[src/rtl/uart_rx.sv]
// uart_rx: 8N1 serial receiver with 2-flop input sync, mid-bit sampling and framing-error strobe.
// Optional UART_RX_MAJORITY_EN: every sample point uses the 2-of-3 majority of the last three rx_s values.
module uart_rx #(
  parameter int clkfreq  = 100_000_000,
  parameter int baudrate = 115_200,
  parameter int stopbit  = 2
) (
  input  logic       clk,
  input  logic       rst_ni,
  input  logic       rx_i,
  output logic [7:0] dout_o,
  output logic       rx_done_o,
  output logic       frame_err_o,
  output logic       busy_o
);
  localparam int unsigned T = clkfreq / baudrate;
  localparam int unsigned H = T / 2;

  if (clkfreq / baudrate < 4 || stopbit < 1) begin : g_bad_cfg
    $error("uart_rx: clkfreq/baudrate must be >= 4 and stopbit >= 1");
  end

  typedef enum logic [1:0] {S_IDLE, S_START, S_DATA, S_STOP} state_t;

  state_t      state_q, state_d;
  logic [31:0] bittimer_q, bittimer_d;
  logic [2:0]  bitcntr_q, bitcntr_d;
  logic [7:0]  shift_q, shift_d, dout_d;
  logic        armed_q, armed_d;
  logic        done_d, ferr_d;
  logic [1:0]  sync_q;
  logic        rx_s, samp;

  always_ff @(posedge clk) begin
    if (!rst_ni) sync_q <= 2'b11;
    else         sync_q <= {sync_q[0], rx_i};
  end
  assign rx_s = sync_q[1];

`ifdef UART_RX_MAJORITY_EN
  // hist_q[0] is rx_s one edge back, hist_q[1] two edges back
  logic [1:0] hist_q;
  always_ff @(posedge clk) begin
    if (!rst_ni) hist_q <= 2'b11;
    else         hist_q <= {hist_q[0], rx_s};
  end
  assign samp = (rx_s & hist_q[0]) | (rx_s & hist_q[1]) | (hist_q[0] & hist_q[1]);
`else
  assign samp = rx_s;
`endif

  always_ff @(posedge clk) begin
    if (!rst_ni) begin
      state_q     <= S_IDLE;
      bittimer_q  <= '0;
      bitcntr_q   <= '0;
      shift_q     <= '0;
      armed_q     <= 1'b0;
      dout_o      <= '0;
      rx_done_o   <= 1'b0;
      frame_err_o <= 1'b0;
    end else begin
      state_q     <= state_d;
      bittimer_q  <= bittimer_d;
      bitcntr_q   <= bitcntr_d;
      shift_q     <= shift_d;
      armed_q     <= armed_d;
      dout_o      <= dout_d;
      rx_done_o   <= done_d;
      frame_err_o <= ferr_d;
    end
  end

  always_comb begin
    state_d    = state_q;
    bittimer_d = bittimer_q;
    bitcntr_d  = bitcntr_q;
    shift_d    = shift_q;
    armed_d    = armed_q;
    dout_d     = dout_o;
    done_d     = 1'b0;
    ferr_d     = 1'b0;
    unique case (state_q)
      S_IDLE: begin
        bittimer_d = '0;
        bitcntr_d  = '0;
        // a line held low after a break or bad frame must go high before re-arming
        if (rx_s) armed_d = 1'b1;
        else if (armed_q) begin
          armed_d = 1'b0;
          state_d = S_START;
        end
      end
      S_START: begin
        if (bittimer_q == 32'(H - 1)) begin
          bittimer_d = '0;
          state_d    = samp ? S_IDLE : S_DATA;
        end else bittimer_d = bittimer_q + 32'd1;
      end
      S_DATA: begin
        if (bittimer_q == 32'(T - 1)) begin
          bittimer_d = '0;
          shift_d    = {samp, shift_q[7:1]};
          bitcntr_d  = bitcntr_q + 3'd1;
          if (bitcntr_q == 3'd7) state_d = S_STOP;
        end else bittimer_d = bittimer_q + 32'd1;
      end
      S_STOP: begin
        if (bittimer_q == 32'(T - 1)) begin
          bittimer_d = '0;
          state_d    = S_IDLE;
          if (samp) begin
            dout_d = shift_q;
            done_d = 1'b1;
          end else ferr_d = 1'b1;
        end else bittimer_d = bittimer_q + 32'd1;
      end
      default: state_d = S_IDLE;
    endcase
  end

  assign busy_o = (state_q != S_IDLE);
endmodule

[config.mk]
export PLATFORM = sky130hd
export DESIGN_NAME = uart_rx
export DESIGN_NICKNAME = d
export VERILOG_FILES = /design/src/rtl/uart_rx.sv
export SDC_FILE = /design/constraint.sdc
export NUM_CORES = 1
export LEC_CHECK = 0
export CAP_MARGIN = 20
export CORE_MARGIN = 3
export CORE_UTILIZATION = 36
export DETAILED_ROUTE_END_ITERATION = 10
export PLACE_DENSITY_LB_ADDON = 0.15
export SLEW_MARGIN = 5
export SYNTH_ARGS = -nofsm -noshare
export SYNTH_HDL_FRONTEND = slang
export SYNTH_SLANG_ARGS = --single-unit
[constraint.sdc]
create_clock -name clk -period 2.55 [get_ports clk]
set_input_delay 0.3825 -clock clk [delete_from_list [all_inputs] [get_ports clk]]
set_output_delay 0.3825 -clock clk [all_outputs]
set_load 0.02 [all_outputs]
* Word level (Yosys, flattened, before mapping)
Index checks and enable logic that the tools add are counted.
** Storage, ports and cells
- Bits in registers :: 58
- Latch bits :: 0
- Memory bits (writable) :: 0
- Memory bits (read-only) :: 0
- Input port bits :: 3
- Output and inout bits :: 11
- Word-level logic and storage cells :: 47
- Memories kept :: 0
** Operators by class
- Add/subtract/negate cells :: 2
- Multipliers :: 0
- Divide/modulo/power cells :: 0
- Magnitude comparators :: 0
- Eq/ne operators :: 12
- Shift-type cells :: 0
- Muxes and demuxes :: 15
- Bitwise gates (word level) :: 0
- Reduce and logical (&&, ||, !) cells :: 9
** Operators with widths (count)
- case mux 32 bit (3 select lines) :: 1
- 2-to-1 mux 32 bit :: 2
- adder 32 x 1 -> 32 bit, second input constant :: 1
- equality test 32 x 10 -> 1 bit, second input constant :: 1
- equality test 32 x 9 -> 1 bit, second input constant :: 1
- 2-to-1 mux 2 bit :: 7
- != test 2 bit, second input constant :: 6
- case mux 2 bit (4 select lines) :: 1
- case mux 3 bit (2 select lines) :: 1
- AND reduction 3 bit :: 2
- AND reduction 6 bit :: 1
- equality test 2 bit, second input constant :: 2
- AND reduction 2 bit :: 2
- nonzero test 2 bit :: 2
- adder 3 x 1 -> 3 bit, second input constant :: 1
- equality test 3 bit, second input constant :: 1
- 2-to-1 mux 3 bit :: 1
- equality test 2 x 1 -> 1 bit, second input constant :: 1
- logical NOT 2 bit :: 1
- 2-to-1 mux 1 bit :: 2
- OR reduction 2 bit :: 1

* Longest topological paths before layout
Gate-level depths: netlist of the first run.
- Depth in word-level cells :: 4
- Mapped depth :: 7
- Gate-level depth less buffers :: 5

* Least setup slack after synthesis of the first run
Ideal clock, no wire load.
- Kind :: register -> register
- From :: register bittimer_q[0]
- To :: register dout_o[0]
- Library setup time :: 72 ps
- Data arrival time :: 1945 ps
- Required time :: 2478 ps
- Slack :: 534 ps
- Cell stages (with the launch flop) :: 7
- Buffers on the path :: 1
- Clock period less this slack :: 2016 ps
- Cell sequence :: dfxtp_1 > ha_1 > nor4bb_1 > nand2b_1 > clkbuf_1 > nor4_4 > mux2i_1
** On the way
- Cells in the longest elaborated chain, start to end :: 2
** RTL lines
- from (decl) :: RTL line 26 : logic [31:0] bittimer_q, bittimer_d;
- from (signal assigned) :: RTL line 64 : bittimer_q <= bittimer_d;
- equality test 32 x 10 -> 1 bit :: RTL line 109 : if (bittimer_q == 32'(T - 1)) begin
- AND reduction 3 bit (no source line)
- to (signal assigned) :: RTL line 68 : dout_o <= dout_d;
- to (decl) :: RTL line 11 : output logic [7:0] dout_o,
Every way passes these cells.
A chain may end at the register's enable or synchronous reset.

* Worst setup path after layout of the first run
- From :: register bittimer_q[0]
- To :: register bittimer_q[28]
** On the way
- Cells in the longest elaborated chain, start to end :: 3
- Elaborated cells on any way between the ends :: 6
- Classes of those cells :: add/sub: 1; eq/ne: 2; mux: 3
** RTL lines
- adder 32 x 1 -> 32 bit, or another cell as far along :: RTL line 98, 106, 116
- 2-to-1 mux 32 bit (on tied branches) :: RTL line 101, 109, 95
- case mux 32 bit (3 select lines) (*) :: RTL line 83 : unique case (state_q)
Every way passes the cells marked *; elsewhere a longest branch is shown, timed or not.

==> results of run 1 <==
flip-flops by register name, indices dropped and copies added, names as in the netlist, named ones only:
signal / cells
bitcntr_q: 3
dout_o: 8
bittimer_q: 32
rx_done_o: 1
state_q: 1
sync_q: 2
armed_q: 1
frame_err_o: 1
shift_q: 8
cells by family (layout without fill, tap and decap cells):
| logic type | Yosys count | after routing | share of synthesized area [%] |
|---|---|---|---|
| simple gates | 116 | 116 | 25.9 |
| compound gates | 63 | 63 | 18.1 |
| flops | 58 | 58 | 40.3 |
| buf+inv | 32 | 46 | 4.61 |
| mux | 17 | 17 | 5.91 |
| xor+xnor | 11 | 11 | 3.35 |
| fa+ha+maj | 4 | 4 | 1.74 |
synthesized netlist by cell type (all sizes together), types with 10 or more instances:
cell,n
a221oi,20
or4,13
buf,10
clkbuf,15
nand2,28
mux2i,17
or3,10
nand3,20
o31ai,14
a211oi,13
dfxtp,58
cell type report:
cell class,count,area [sq um]
repair buffers,23,230
clock inverters,5,77.6
clock buffers,11,141
multi-input cells,211,1600
flip-flops and latches,58,1160
well taps,99,124
inverters,7,26.3
fillers,728,4130
final timing paths:
check	startpoint	to	slack (ns)	cells past startpoint
max	bittimer_q[0]	bittimer_q[28]	0.25	5
min	sync_q[0]	sync_q[1]	0.43	1
max reg2reg	bittimer_q[0]	bittimer_q[28]	0.25	5
min reg2reg	sync_q[0]	sync_q[1]	0.43	1
report_power, final:
| part | internal [mW] | switching, mW |
|---|---|---|
| clock | 0.574 | 0.367 |
| sequential | 0.909 | 0.00431 |
| combinational | 0.0134 | 0.0291 |
| total | 1.50 | 0.400 |
routing by layer:
metal	share of wire, %	GRT usage, %
met1	50	21.9
met4	1.5	6.04
met2	45	23.8
met5	0	0
met3	3.6	4.26
per-stage QoR:
stage | util [%] | setup slack [ns] | power [mW] | cell area, sq um
4_1_cts | 44.9 | 0.247 | 1.93 | 3360
3_5_place_dp | 42.0 | 0.264 | 0.977 | 3140
2_1_floorplan | - | 0.534 | 0.959 | 2880
6_report | 44.9 | 0.254 | 1.90 | 3360
3_3_place_gp | 42.0 | 0.334 | 0.977 | 3140
5_1_grt | 44.9 | 0.0537 | 1.97 | 3360
worst register-to-register path: stages, from the launching register on:
cell and delay (ns):
dfxtp_1 0.40, ha_1 0.24, nand3_2 0.15, or3_1 0.58, or4_1 0.60, a221oi_2 0.24
==> flow_summary.json, run 1 <==
{
  "synth-seq-area-share_pct": 40.3,
  "crit_path_top_delay_cell": "or4_1",
  "fin_crit_ns": 2.30,
  "placed_cells": 398,
  "drc": 0,
  "start_kind": "register",
  "ys_ff_latch": 58,
  "run_status": "finished, final reports clean",
  "slowest_delay_ns": 0.60,
  "rows": 31,
  "synth.distinct_cells": 38,
  "pin_count": 14,
  "postCtsHoldBufs": 0,
  "yosysWarnings": 0,
  "post_cts_resized": 0,
  "grt_max_degree": 33,
  "coreArea_sq_mm": 0.00749,
  "crit_chain": "ha_1 -> nand3_2 -> or3_1 -> or4_1 -> a221oi_2",
  "clk_pin_slew_ns": 0.07,
  "totalWireLength_microns": 6470,
  "start_util_pct": 38.4,
  "numCtsBuffers": 9,
  "first_iter_violations": 88,
  "clock_latency_ns": 0.33,
  "htreeDepth": 3,
  "ant_nets": 0,
  "dp_hpwl_microns": 4100,
  "cp_max_fo": 17,
  "fin_crit_sh_pct": 90.0,
  "synthArstFlopShare_pct": 0,
  "hp-class": "reg -> reg",
  "die_w_microns": 95.4,
  "cts_tree": "built",
  "gp_congestion": 0.757,
  "peakVddDrop_uv": 228,
  "num_vias": 2378,
  "worstPathRequired_ns": 2.80,
  "finalSetupTns_ns": 0,
  "finalNetCount": 317,
  "drive_gt1_share_pct": 14.0,
  "cp.arrival_ns": 2.54,
  "maxCapViolCount": 0,
  "area_growth_pct": 16.8,
  "syn-num-nets": 308,
  "layout_commonest_cell": "dfxtp_1",
  "grt_usage_pct": 15.9,
  "post-cts-setup-buffers": 0,
  "fmax_mhz": 436,
  "relSlewSlack_pct": 64.5,
  "io_buffers": 13,
  "avgSynthCellArea_sq_um": 9.56,
  "finalMaxSlewViolations": 0,
  "powerDensity_mw_per_mm2": 564,
  "die_y_microns": 95.4,
  "max_slew.worst_pin.slew_ns": 0.532,
  "viasPerCell": 5.74,
  "grt_pass1_vias": 2286,
  "synth.area.top_cells": "dfxtp_1, mux2i_1, a221oi_1, nand2_1, o31ai_1",
  "drt-pass1-iter-count": 4,
  "wl_per_cell_microns": 15.6,
  "path_class": "reg -> reg",
  "synth-edff-count": 0,
  "grt_pass1_wl_microns": 11300,
  "timing.hold.ws_ns": 0.431,
  "path_buf_inv": 0,
  "cp-end-kind": "register",
  "path_delay_family": "simple AND/OR/NAND/NOR gates",
  "yosysTopAreaCellShare_pct": 40.3,
  "numClockSinks": 58,
  "syn-cell-area_sq_mm": 0.00288,
  "yosysTopAreaCell": "dfxtp_1",
  "p_leak_nw": 0.984,
  "synth_ff_type": "dfxtp_1",
  "clock_path_buffers": 2,
  "hold_viol_final": 0,
  "clock_skew_ns": 0.00534,
  "final_cells": 414,
  "rsz0062_at_grt": "false",
  "grt-ovfl-total": 0,
  "syn_inst": 301,
  "final_cell_mix": "dfxtp_1, nand2_1, nand3_1, mux2i_1",
  "root_buffer": "clkbuf_8",
  "grt_antenna_before_repair": 0,
  "antenna_cells": 0,
  "fp.dieArea_sq_mm": 0.00910,
  "setup_viol": 0
}
Power figures use the tool's default switching activity.
==> run 2: changes to the inputs <==
CORE_UTILIZATION = 35   (was 36)
==> flow_summary.json, run 2 (synthesized netlist as in run 1, its figures left out) <==
{
  "run_status": "finished, final reports clean",
  "p_leak_nw": 0.980,
  "layout_commonest_cell": "dfxtp_1",
  "r2r-end": "bittimer_q[22]",
  "cp_max_fo": 17,
  "min_to": "sync_q[1]",
  "worst_slack_ns": 0.247,
  "first_iter_violations": 99,
  "worstPathRequired_ns": 2.80,
  "final_util_pct": 42.8,
  "peakVddDrop_uv": 286,
  "path_class": "reg -> reg",
  "top_regs": "bittimer_q: 32 flops, dout_o: 8 flops, shift_q: 8 flops",
  "totalWireLength_microns": 6250,
  "timing.hold.ws_ns": 0.409,
  "whs_path_depth": 1,
  "htreeDepth": 3,
  "rows": 32,
  "gp_congestion": 0.740,
  "die_w_microns": 96.7,
  "dpl_cell_area_sq_mm": 0.00314,
  "io_buffers": 13,
  "coreArea_sq_mm": 0.00785,
  "numClockSinks": 58,
  "post_cts_resized": 0,
  "finalMaxSlewViolations": 0,
  "die_y_microns": 96.7,
  "max_slew.worst_pin.slew_ns": 0.534,
  "drt-pass1-iter-count": 4,
  "crit_chain": "ha_1 -> nand3_2 -> or3_1 -> or4_1 -> a221oi_2",
  "relSlewSlack_pct": 64.4,
  "start_kind": "register",
  "powerDensity_mw_per_mm2": 567,
  "clock_path_buffers": 2,
  "clk_pin_slew_ns": 0.07,
  "crit_path_top_delay_cell": "or4_1",
  "grt_pass1_wl_microns": 10900,
  "cts_tree": "built",
  "grt_usage_pct": 14.1,
  "num_vias": 2324,
  "r2r_cells": 5,
  "r2r_slack_ns": 0.25,
  "hp-class": "reg -> reg",
  "top_register": "bittimer_q",
  "numCtsBuffers": 9,
  "cp-end-kind": "register",
  "grt_max_degree": 33,
  "clock_skew_ns": 0.0121,
  "wl_per_cell_microns": 15.0,
  "cp.arrival_ns": 2.56,
  "fin_crit_sh_pct": 90.3,
  "rsz0062_at_grt": "false",
  "root_buffer": "clkbuf_8",
  "finalSetupTns_ns": 0,
  "pin_count": 14,
  "fillers": 819,
  "area_growth_pct": 16.7,
  "grt_pass1_vias": 2230,
  "fin_area_sq_mm": 0.00336,
  "drive_gt1_share_pct": 13.7,
  "largest_reg_flops": 32,
  "postCtsHoldBufs": 0,
  "slowest_delay_ns": 0.60,
  "finalNetCount": 316,
  "clock_latency_ns": 0.35,
  "hold_viol_final": 0,
  "viasPerCell": 5.59,
  "r2r_start": "bittimer_q[0]",
  "fmax_mhz": 434,
  "dp_hpwl_microns": 4010,
  "maxCapViolCount": 0,
  "setup_viol": 0,
  "post-cts-setup-buffers": 0,
  "start_util_pct": 36.7,
  "fin_crit_ns": 2.30,
  "min_from": "sync_q[0]",
  "dp_slack_ns": 0.276,
  "grt_antenna_before_repair": 0,
  "final_cell_mix": "dfxtp_1, nand2_1, nand3_1, mux2i_1",
  "ant_nets": 0,
  "fp.dieArea_sq_mm": 0.00935,
  "antenna_cells": 0,
  "grt-ovfl-total": 0,
  "drc": 0
}
[run 2: changes by cell type in the layout (fill, tap and decap cells not counted), sizes merged]
cell	change
buf	-1
[run 2: final cells by class]
type / instances / area [sq um] / area share, %
Clock buffer: 11 / 141 / 4.21
Clock inverter: 5 / 77.6 / 2.31
Sequential cell: 58 / 1160 / 34.6
Inverter: 7 / 26.3 / 0.783
Multi-Input combinational cell: 211 / 1600 / 47.7
Timing Repair Buffer: 22 / 223 / 6.63
Tap cell: 102 / 128 / 3.80
[run 2: per-layer routing]
metal	track usage, %	wire length [microns]
met1	19.8	3150
met2	20.3	2730
met3	2.74	226
met4	7.13	136
met5	0	0
[run 2: power breakdown]
part	switching [mW]	total (mW)	leakage, nW	internal [mW]
combinational	0.0280	0.0409	0.403	0.0129
sequential	0.00394	0.913	0.468	0.909
clock	0.377	0.950	0.109	0.574
total	0.409	1.90	0.980	1.50
[run 2: per-stage QoR]
stage	total power [mW]	std cells
2_1_floorplan	0.959	301
3_3_place_gp	0.976	400
3_5_place_dp	0.975	400
4_1_cts	1.93	416
5_1_grt	1.97	416
6_report	1.90	416
[run 2: critical path, delay by kind of cell, from the launching register on]
family,cells,cell delay (ns)
compound gates,1,0.23
simple gates,3,1.34
fa+ha+maj,1,0.25
flops,1,0.40
[run 2: worst max-delay path by stage]
stage,startpoint,endpoint,cells after the start
finish,bittimer_q[0],bittimer_q[22],5
floorplan,bittimer_q[0],dout_o[0],6
global route,bittimer_q[0],bittimer_q[24],5
global placement,bittimer_q[0],bittimer_q[22],5
detailed placement,bittimer_q[0],bittimer_q[30],5
CTS,bittimer_q[0],bittimer_q[30],5
